$ cat config.mk
export PLATFORM = sky130hd
export DESIGN_NAME = run_monitor_flat
export DESIGN_NICKNAME = d
export VERILOG_FILES = /design/src/rtl/run_monitor_if.sv /design/src/rtl/run_monitor.sv /design/src/flat_wrapper.sv
export SDC_FILE = /design/constraint.sdc
export NUM_CORES = 1
export LEC_CHECK = 0
export CORE_UTILIZATION = 50
export DETAILED_ROUTE_END_ITERATION = 8
export PLACE_DENSITY = 0.78
export SKIP_CTS_REPAIR_TIMING = 1
export SYNTH_ARGS = -nofsm -noshare
export SYNTH_HDL_FRONTEND = slang
export SYNTH_SLANG_ARGS = --single-unit
$ cat constraint.sdc
create_clock -name clk -period 3.95 [get_ports clk]
set_input_delay 0.79 -clock clk [delete_from_list [all_inputs] [get_ports clk]]
set_output_delay 0.79 -clock clk [all_outputs]
set_load 0.02 [all_outputs]
$ cat src/rtl/run_monitor_if.sv
// run_monitor_if: groups the run monitor's bench-facing signals.
//
// Signalling: there is no valid/ready handshake on this bundle. err and done
// are plain levels, sampled on every rising clk edge while the monitor is in
// RUN and ignored otherwise. Every monitor output is a register and changes
// only on a rising edge, or asynchronously when rst_n falls.
//
// Signals
//   err         monitor <- bench  NUM_ERR error flags
//   done        monitor <- bench  DUT halt indication
//   core_rst    monitor -> DUT    active-high core reset
//   cycle_count monitor -> bench  RUN edges elapsed
//   err_src     monitor -> bench  err vector captured at the first error edge
//   err_count   monitor -> bench  saturating count of error edges
//   state       monitor -> bench  00 RESET, 01 RUN, 10 STOP, 11 DONE
//   timeout     monitor -> bench  run ended by the cycle limit
//   finished    monitor -> bench  state is STOP or DONE
//   pass        monitor -> bench  DONE with no errors
// Modports: master = the monitor, slave = the bench / processor side.
interface run_monitor_if #(
  parameter int NUM_ERR = 1,
  parameter int CNT_W   = 32
);
  logic [NUM_ERR-1:0] err;
  logic               done;
  logic               core_rst;
  logic [CNT_W-1:0]   cycle_count;
  logic [NUM_ERR-1:0] err_src;
  logic [15:0]        err_count;
  logic [1:0]         state;
  logic               timeout;
  logic               finished;
  logic               pass;

  modport master (
    input  err, done,
    output core_rst, cycle_count, err_src, err_count, state, timeout,
           finished, pass
  );

  modport slave (
    output err, done,
    input  core_rst, cycle_count, err_src, err_count, state, timeout,
           finished, pass
  );
endinterface

$ cat src/rtl/run_monitor.sv
// run_monitor: run controller and watchdog for processor benches.
//
// Holds the core in reset for RST_CYCLES edges after rst_n releases, then
// counts RUN cycles until the DUT signals done, an error ends the run
// (ERR_STOP=1), or the cycle limit MAX_CYCLES is reached. The verdict is held
// until the next rst_n assertion.
//
// Ports
//   clk    system clock, rising edge
//   rst_n  asynchronous active-low reset
//   bus    run_monitor_if.master (err/done in; core_rst, counters, verdict out)
//
// The FSM state is driven straight onto bus.state, so it is always visible.
module run_monitor #(
  parameter int RST_CYCLES = 2,
  parameter int MAX_CYCLES = 100,
  parameter int CNT_W      = 32,
  parameter int NUM_ERR    = 1,
  parameter int ERR_STOP   = 1
) (
  input  logic          clk,
  input  logic          rst_n,
  run_monitor_if.master bus
);

  typedef enum logic [1:0] {
    ST_RESET = 2'b00,
    ST_RUN   = 2'b01,
    ST_STOP  = 2'b10,
    ST_DONE  = 2'b11
  } state_t;

  localparam int HOLD_W = (RST_CYCLES > 1) ? $clog2(RST_CYCLES) : 1;
  localparam logic [HOLD_W-1:0] HOLD_LAST = HOLD_W'(RST_CYCLES - 1);
  localparam logic [CNT_W-1:0]  CYC_LIMIT = CNT_W'(MAX_CYCLES);

  state_t             r_state,  w_state_nxt;
  logic [HOLD_W-1:0]  r_hold,   w_hold_nxt;
  logic               r_core_rst, w_core_rst_nxt;
  logic [CNT_W-1:0]   r_cycle,  w_cycle_nxt;
  logic [NUM_ERR-1:0] r_src,    w_src_nxt;
  logic [15:0]        r_cnt,    w_cnt_nxt;
  logic               r_to,     w_to_nxt;
  logic               r_fin,    w_fin_nxt;
  logic               r_pass,   w_pass_nxt;

  logic               w_err_any;
  logic               w_err_end;

  assign w_err_any = |bus.err;

  always_ff @(posedge clk or negedge rst_n) begin
    if (!rst_n) begin
      r_state    <= ST_RESET;
      r_hold     <= '0;
      r_core_rst <= 1'b1;
      r_cycle    <= '0;
      r_src      <= '0;
      r_cnt      <= '0;
      r_to       <= 1'b0;
      r_fin      <= 1'b0;
      r_pass     <= 1'b0;
    end else begin
      r_state    <= w_state_nxt;
      r_hold     <= w_hold_nxt;
      r_core_rst <= w_core_rst_nxt;
      r_cycle    <= w_cycle_nxt;
      r_src      <= w_src_nxt;
      r_cnt      <= w_cnt_nxt;
      r_to       <= w_to_nxt;
      r_fin      <= w_fin_nxt;
      r_pass     <= w_pass_nxt;
    end
  end

  always_comb begin
    w_state_nxt    = r_state;
    w_hold_nxt     = r_hold;
    w_core_rst_nxt = r_core_rst;
    w_cycle_nxt    = r_cycle;
    w_src_nxt      = r_src;
    w_cnt_nxt      = r_cnt;
    w_to_nxt       = r_to;
    w_fin_nxt      = r_fin;
    w_pass_nxt     = r_pass;
    w_err_end      = 1'b0;

    case (r_state)
      ST_RESET: begin
        // Release is registered on the last hold edge so core_rst drops
        // together with the move to RUN.
        w_core_rst_nxt = 1'b1;
        if (r_hold == HOLD_LAST) begin
          w_state_nxt    = ST_RUN;
          w_core_rst_nxt = 1'b0;
        end else begin
          w_hold_nxt = r_hold + 1'b1;
        end
      end

      ST_RUN: begin
        if (w_err_any) begin
          if (r_cnt != 16'hFFFF) begin
            w_cnt_nxt = r_cnt + 16'd1;
          end
          if (r_src == '0) begin
            w_src_nxt = bus.err;
          end
          if (ERR_STOP != 0) begin
            w_state_nxt = ST_STOP;
            w_fin_nxt   = 1'b1;
            w_err_end   = 1'b1;
          end
        end

        // Terminating edges leave cycle_count untouched.
        if (!w_err_end) begin
          if (bus.done) begin
            w_state_nxt = ST_DONE;
            w_fin_nxt   = 1'b1;
            // Uses the updated count so an error on the done edge fails the run.
            w_pass_nxt  = (w_cnt_nxt == 16'd0);
          end else if (r_cycle == CYC_LIMIT) begin
            w_state_nxt = ST_STOP;
            w_fin_nxt   = 1'b1;
            w_to_nxt    = 1'b1;
          end else begin
            w_cycle_nxt = r_cycle + 1'b1;
          end
        end
      end

      default: begin
        // STOP and DONE are absorbing until rst_n.
      end
    endcase
  end

  assign bus.core_rst    = r_core_rst;
  assign bus.cycle_count = r_cycle;
  assign bus.err_src     = r_src;
  assign bus.err_count   = r_cnt;
  assign bus.state       = r_state;
  assign bus.timeout     = r_to;
  assign bus.finished    = r_fin;
  assign bus.pass        = r_pass;

endmodule

$ cat src/flat_wrapper.sv
// flat-port wrapper written by rule: the top's interface ports become plain ports
module run_monitor_flat 
#(
  parameter int RST_CYCLES = 2,
  parameter int MAX_CYCLES = 100,
  parameter int CNT_W      = 32,
  parameter int NUM_ERR    = 1,
  parameter int ERR_STOP   = 1
)
  (clk, rst_n, bus_err, bus_done, bus_core_rst, bus_cycle_count, bus_err_src, bus_err_count, bus_state, bus_timeout, bus_finished, bus_pass);
  run_monitor_if #(.NUM_ERR(NUM_ERR), .CNT_W(CNT_W)) bus_i ();
  input  logic clk;
  input  logic rst_n;
  input wire logic [$bits(bus_i.err)-1:0] bus_err;
  input wire logic [$bits(bus_i.done)-1:0] bus_done;
  output wire logic [$bits(bus_i.core_rst)-1:0] bus_core_rst;
  output wire logic [$bits(bus_i.cycle_count)-1:0] bus_cycle_count;
  output wire logic [$bits(bus_i.err_src)-1:0] bus_err_src;
  output wire logic [$bits(bus_i.err_count)-1:0] bus_err_count;
  output wire logic [$bits(bus_i.state)-1:0] bus_state;
  output wire logic [$bits(bus_i.timeout)-1:0] bus_timeout;
  output wire logic [$bits(bus_i.finished)-1:0] bus_finished;
  output wire logic [$bits(bus_i.pass)-1:0] bus_pass;
  assign bus_i.err = bus_err;
  assign bus_i.done = bus_done;
  assign bus_core_rst = bus_i.core_rst;
  assign bus_cycle_count = bus_i.cycle_count;
  assign bus_err_src = bus_i.err_src;
  assign bus_err_count = bus_i.err_count;
  assign bus_state = bus_i.state;
  assign bus_timeout = bus_i.timeout;
  assign bus_finished = bus_i.finished;
  assign bus_pass = bus_i.pass;
  run_monitor #(.RST_CYCLES(RST_CYCLES), .MAX_CYCLES(MAX_CYCLES), .CNT_W(CNT_W), .NUM_ERR(NUM_ERR), .ERR_STOP(ERR_STOP)) u_core (.clk(clk), .rst_n(rst_n), .bus(bus_i));
endmodule
==> impl_metrics.yaml <==
route:
  ant_nets: 0
  vias_per_cell: 5.706
  wl_mm: 6.289
  drtIter0Drc: 153
  drcViolationCount: 0
  drt_pass1_iterations: 4
  vias: 2345
  wire_per_inst_um: 15.30
logic_synthesis:
  yosysTopAreaCell: "dfrtp_1"
  seq_area_frac_synth: 0.4859
  synthArstFlopShare: 1.000
  synth_edf_count: 0
  ys_ff_latch: 56
  avgSynthCellArea_sq_um: 10.24
  synth-xor-area-share: 0.1335
  ys_warn_count: 0
  synth_compound_area_frac: 0.07195
  netlist_instances: 282
  yosys.area_share.simple: 0.2514
  synthAdderAreaFrac: 0.01300
  synth_top_family_by_area: "simple AND/OR/NAND/NOR gates"
  synth_flop_cell: "dfrtp_1"
  synth.area.top_cells: "dfrtp_1 (48%), xnor2_1 (10%), nand4_1 (3.9%), nand3_1 (3.1%), xor2_1 (3.0%)"
  yosys.area.top_type_share: 0.4768
  netlist_area_sq_um: 2887
  synth_most_common_cell: "dfrtp_1"
  syn_nets: 289
  synth_cell_type_count: 50
  synthTopCellsByCount: "dfrtp_1 (55), xnor2_1 (34), nand2_1 (23), nand3_1 (18), nand4_1 (18)"
  synthMuxAreaShare: 0.01517
flow_run:
  cap_violations: 0
timing:
  period_share: 0.7534
  fmax_ghz: 0.3361
  fin_crit_ps: 2976
  slew_violations: 0
  setup_viol: 0
  finalHoldViolCount: 0
  worst_pin_slew_ps: 712.9
  slew_headroom: 0.5211
  rsz0062_at_grt: "no"
  clock_skew_ps: 6.250
  fin_setup_tns_ps: 0
cts:
  clk_latency_ps: 310
  clk_pin_slew_ps: 100
  cts_root_buf: "clkbuf_8"
  clock_sinks: 56
  cts_tree: "done"
  htree_levels: 2
  cts_buffer_depth: 2
  cts_buffers: 5
place:
  portBuffers: 58
  dpl.hpwl_mm: 4.540
  gp_congestion: 0.8828
  dp_cells: 403
setup_path:
  ff2ff_setup_slack_ps: 1440
  endpoint_kind: "flop"
  worstReg2RegStart: "u_core.bus.err_count[0]"
  critical_path_class: "in -> reg"
  reg2reg_to: "u_core.bus.pass"
  crit_fanout: 10
  worstSetupStartpointType: "input pin"
  cp.arrival_ps: 3180
  crit_required_ps: 4150
  reg2reg_depth: 6
finish:
  post-route-util: 0.6495
  syn_to_final_growth_pct: 24.66
  antennaDiodeCount: 0
  layout.cells.non_filler: 411
  drive_gt1_frac: 0.06195
  finalNetCount: 345
min_path:
  hp-class: "in -> async"
die:
  die_h_um: 77.98
  row_count: 27
  die_area_sq_um: 6081
  initial_core_util: 0.5210
  die_w_um: 77.98
  core-area_sq_um: 5540
  ioPinCount: 59
grt:
  met3_usage: 0.04588
  antenna_found_initial: 0
  grt_max_degree: 34
  busiest_layer: "met2"
  use_met2: 0.3407
  overflow: 0
  grt_pass1_wl_mm: 10.89
  grt_use_met1: 0.3323
  grt_usage: 0.2265
  first_global_vias: 2193
outcome:
  outcome: "finished, final reports clean"
power_and_ir_drop:
  peakVddDrop_mv: 0.2907
  p_per_area_nw_per_um2: 361.3
  power.total_w: 0.001300
  p_leak_nw: 1.474
## power breakdown
part	internal, W	switching, W
Sequential	0.000615	0.0000800
Combinational	0.000143	0.000153
Clock	0.000127	0.000182
Total	0.000885	0.000415
## critical path, stage by stage
cell and delay, ps:
clkdlybuf4s50_1 620, nor4b_2 470, and4_1 320, nor2b_1 580, nand4_1 220, xnor2_1 180
## worst max-delay path by stage
stage	depth (start not counted)	slack, ps	end	startpoint
3_5_place_dp	6	650	u_core.bus.cycle_count[28]	bus_err
3_3_place_gp	6	760	u_core.bus.cycle_count[28]	bus_err
4_1_cts	6	980	u_core.bus.cycle_count[28]	bus_err
6_report	6	970	u_core.bus.cycle_count[28]	bus_err
2_1_floorplan	7	1700	u_core.bus.cycle_count[16]	bus_err
5_1_grt	6	650	u_core.bus.cycle_count[28]	bus_err
## logic make-up after synthesis
kind of cell	Yosys count
and+or+nand+nor	129
DFF	56
xor gates and xnor gates	44
AOI/OAI and AO/OA	26
buffers and inverters	20
muxes	4
adders and majority gates	3
## stage by stage
step / hold WS (ps) / area, sq um / setup WS (ps)
3_5_place_dp: 439.1 / 3513 / 647.5
5_1_grt: 473.1 / 3598 / 651.3
2_1_floorplan: 402.6 / 2887 / 1704
4_1_cts: 453.5 / 3598 / 975.0
6_report: 446.3 / 3598 / 974.3
3_3_place_gp: 430.3 / 3513 / 755.7
## registers in the layout, summed over array words and instances, names as in the netlist
name / count
u_core.bus.timeout: 1
u_core.bus.err_count: 16
u_core.bus.core_rst: 1
u_core.bus.finished: 1
u_core.bus.pass: 1
u_core.bus.err_src: 1
u_core.bus.cycle_count: 32
u_core.bus.state: 2
u_core.r_hold: 1
## placed cells by master (no fill, tap or decap), drive strengths merged, types with 4 or more instances in the layout
cell,instances
nor3,12
nor4,7
o21ai,6
nor2,16
clkbuf,7
nand4,19
clkdlybuf4s50,57
and3,6
dfrtp,55
or4,4
nand3,18
nand2,23
xnor2,34
inv,10
and4,7
xor2,10
## final cells by class
class	count	area [sq um]
clock buffer	7	76.32
clock inverter	1	8.758
inverter	10	37.54
sequential	56	1403
tap	72	90.09
multi-input combinational	206	1400
timing repair buffer	59	583.1
fill	454	1942
## routing by layer
layer,part of all wire,up-vias
li1,-,1126
met1,0.47,1138
met2,0.47,74
met3,0.054,7
met4,0.0097,0
met5,0,-
No activity file was read; power rests on OpenSTA's default activity.
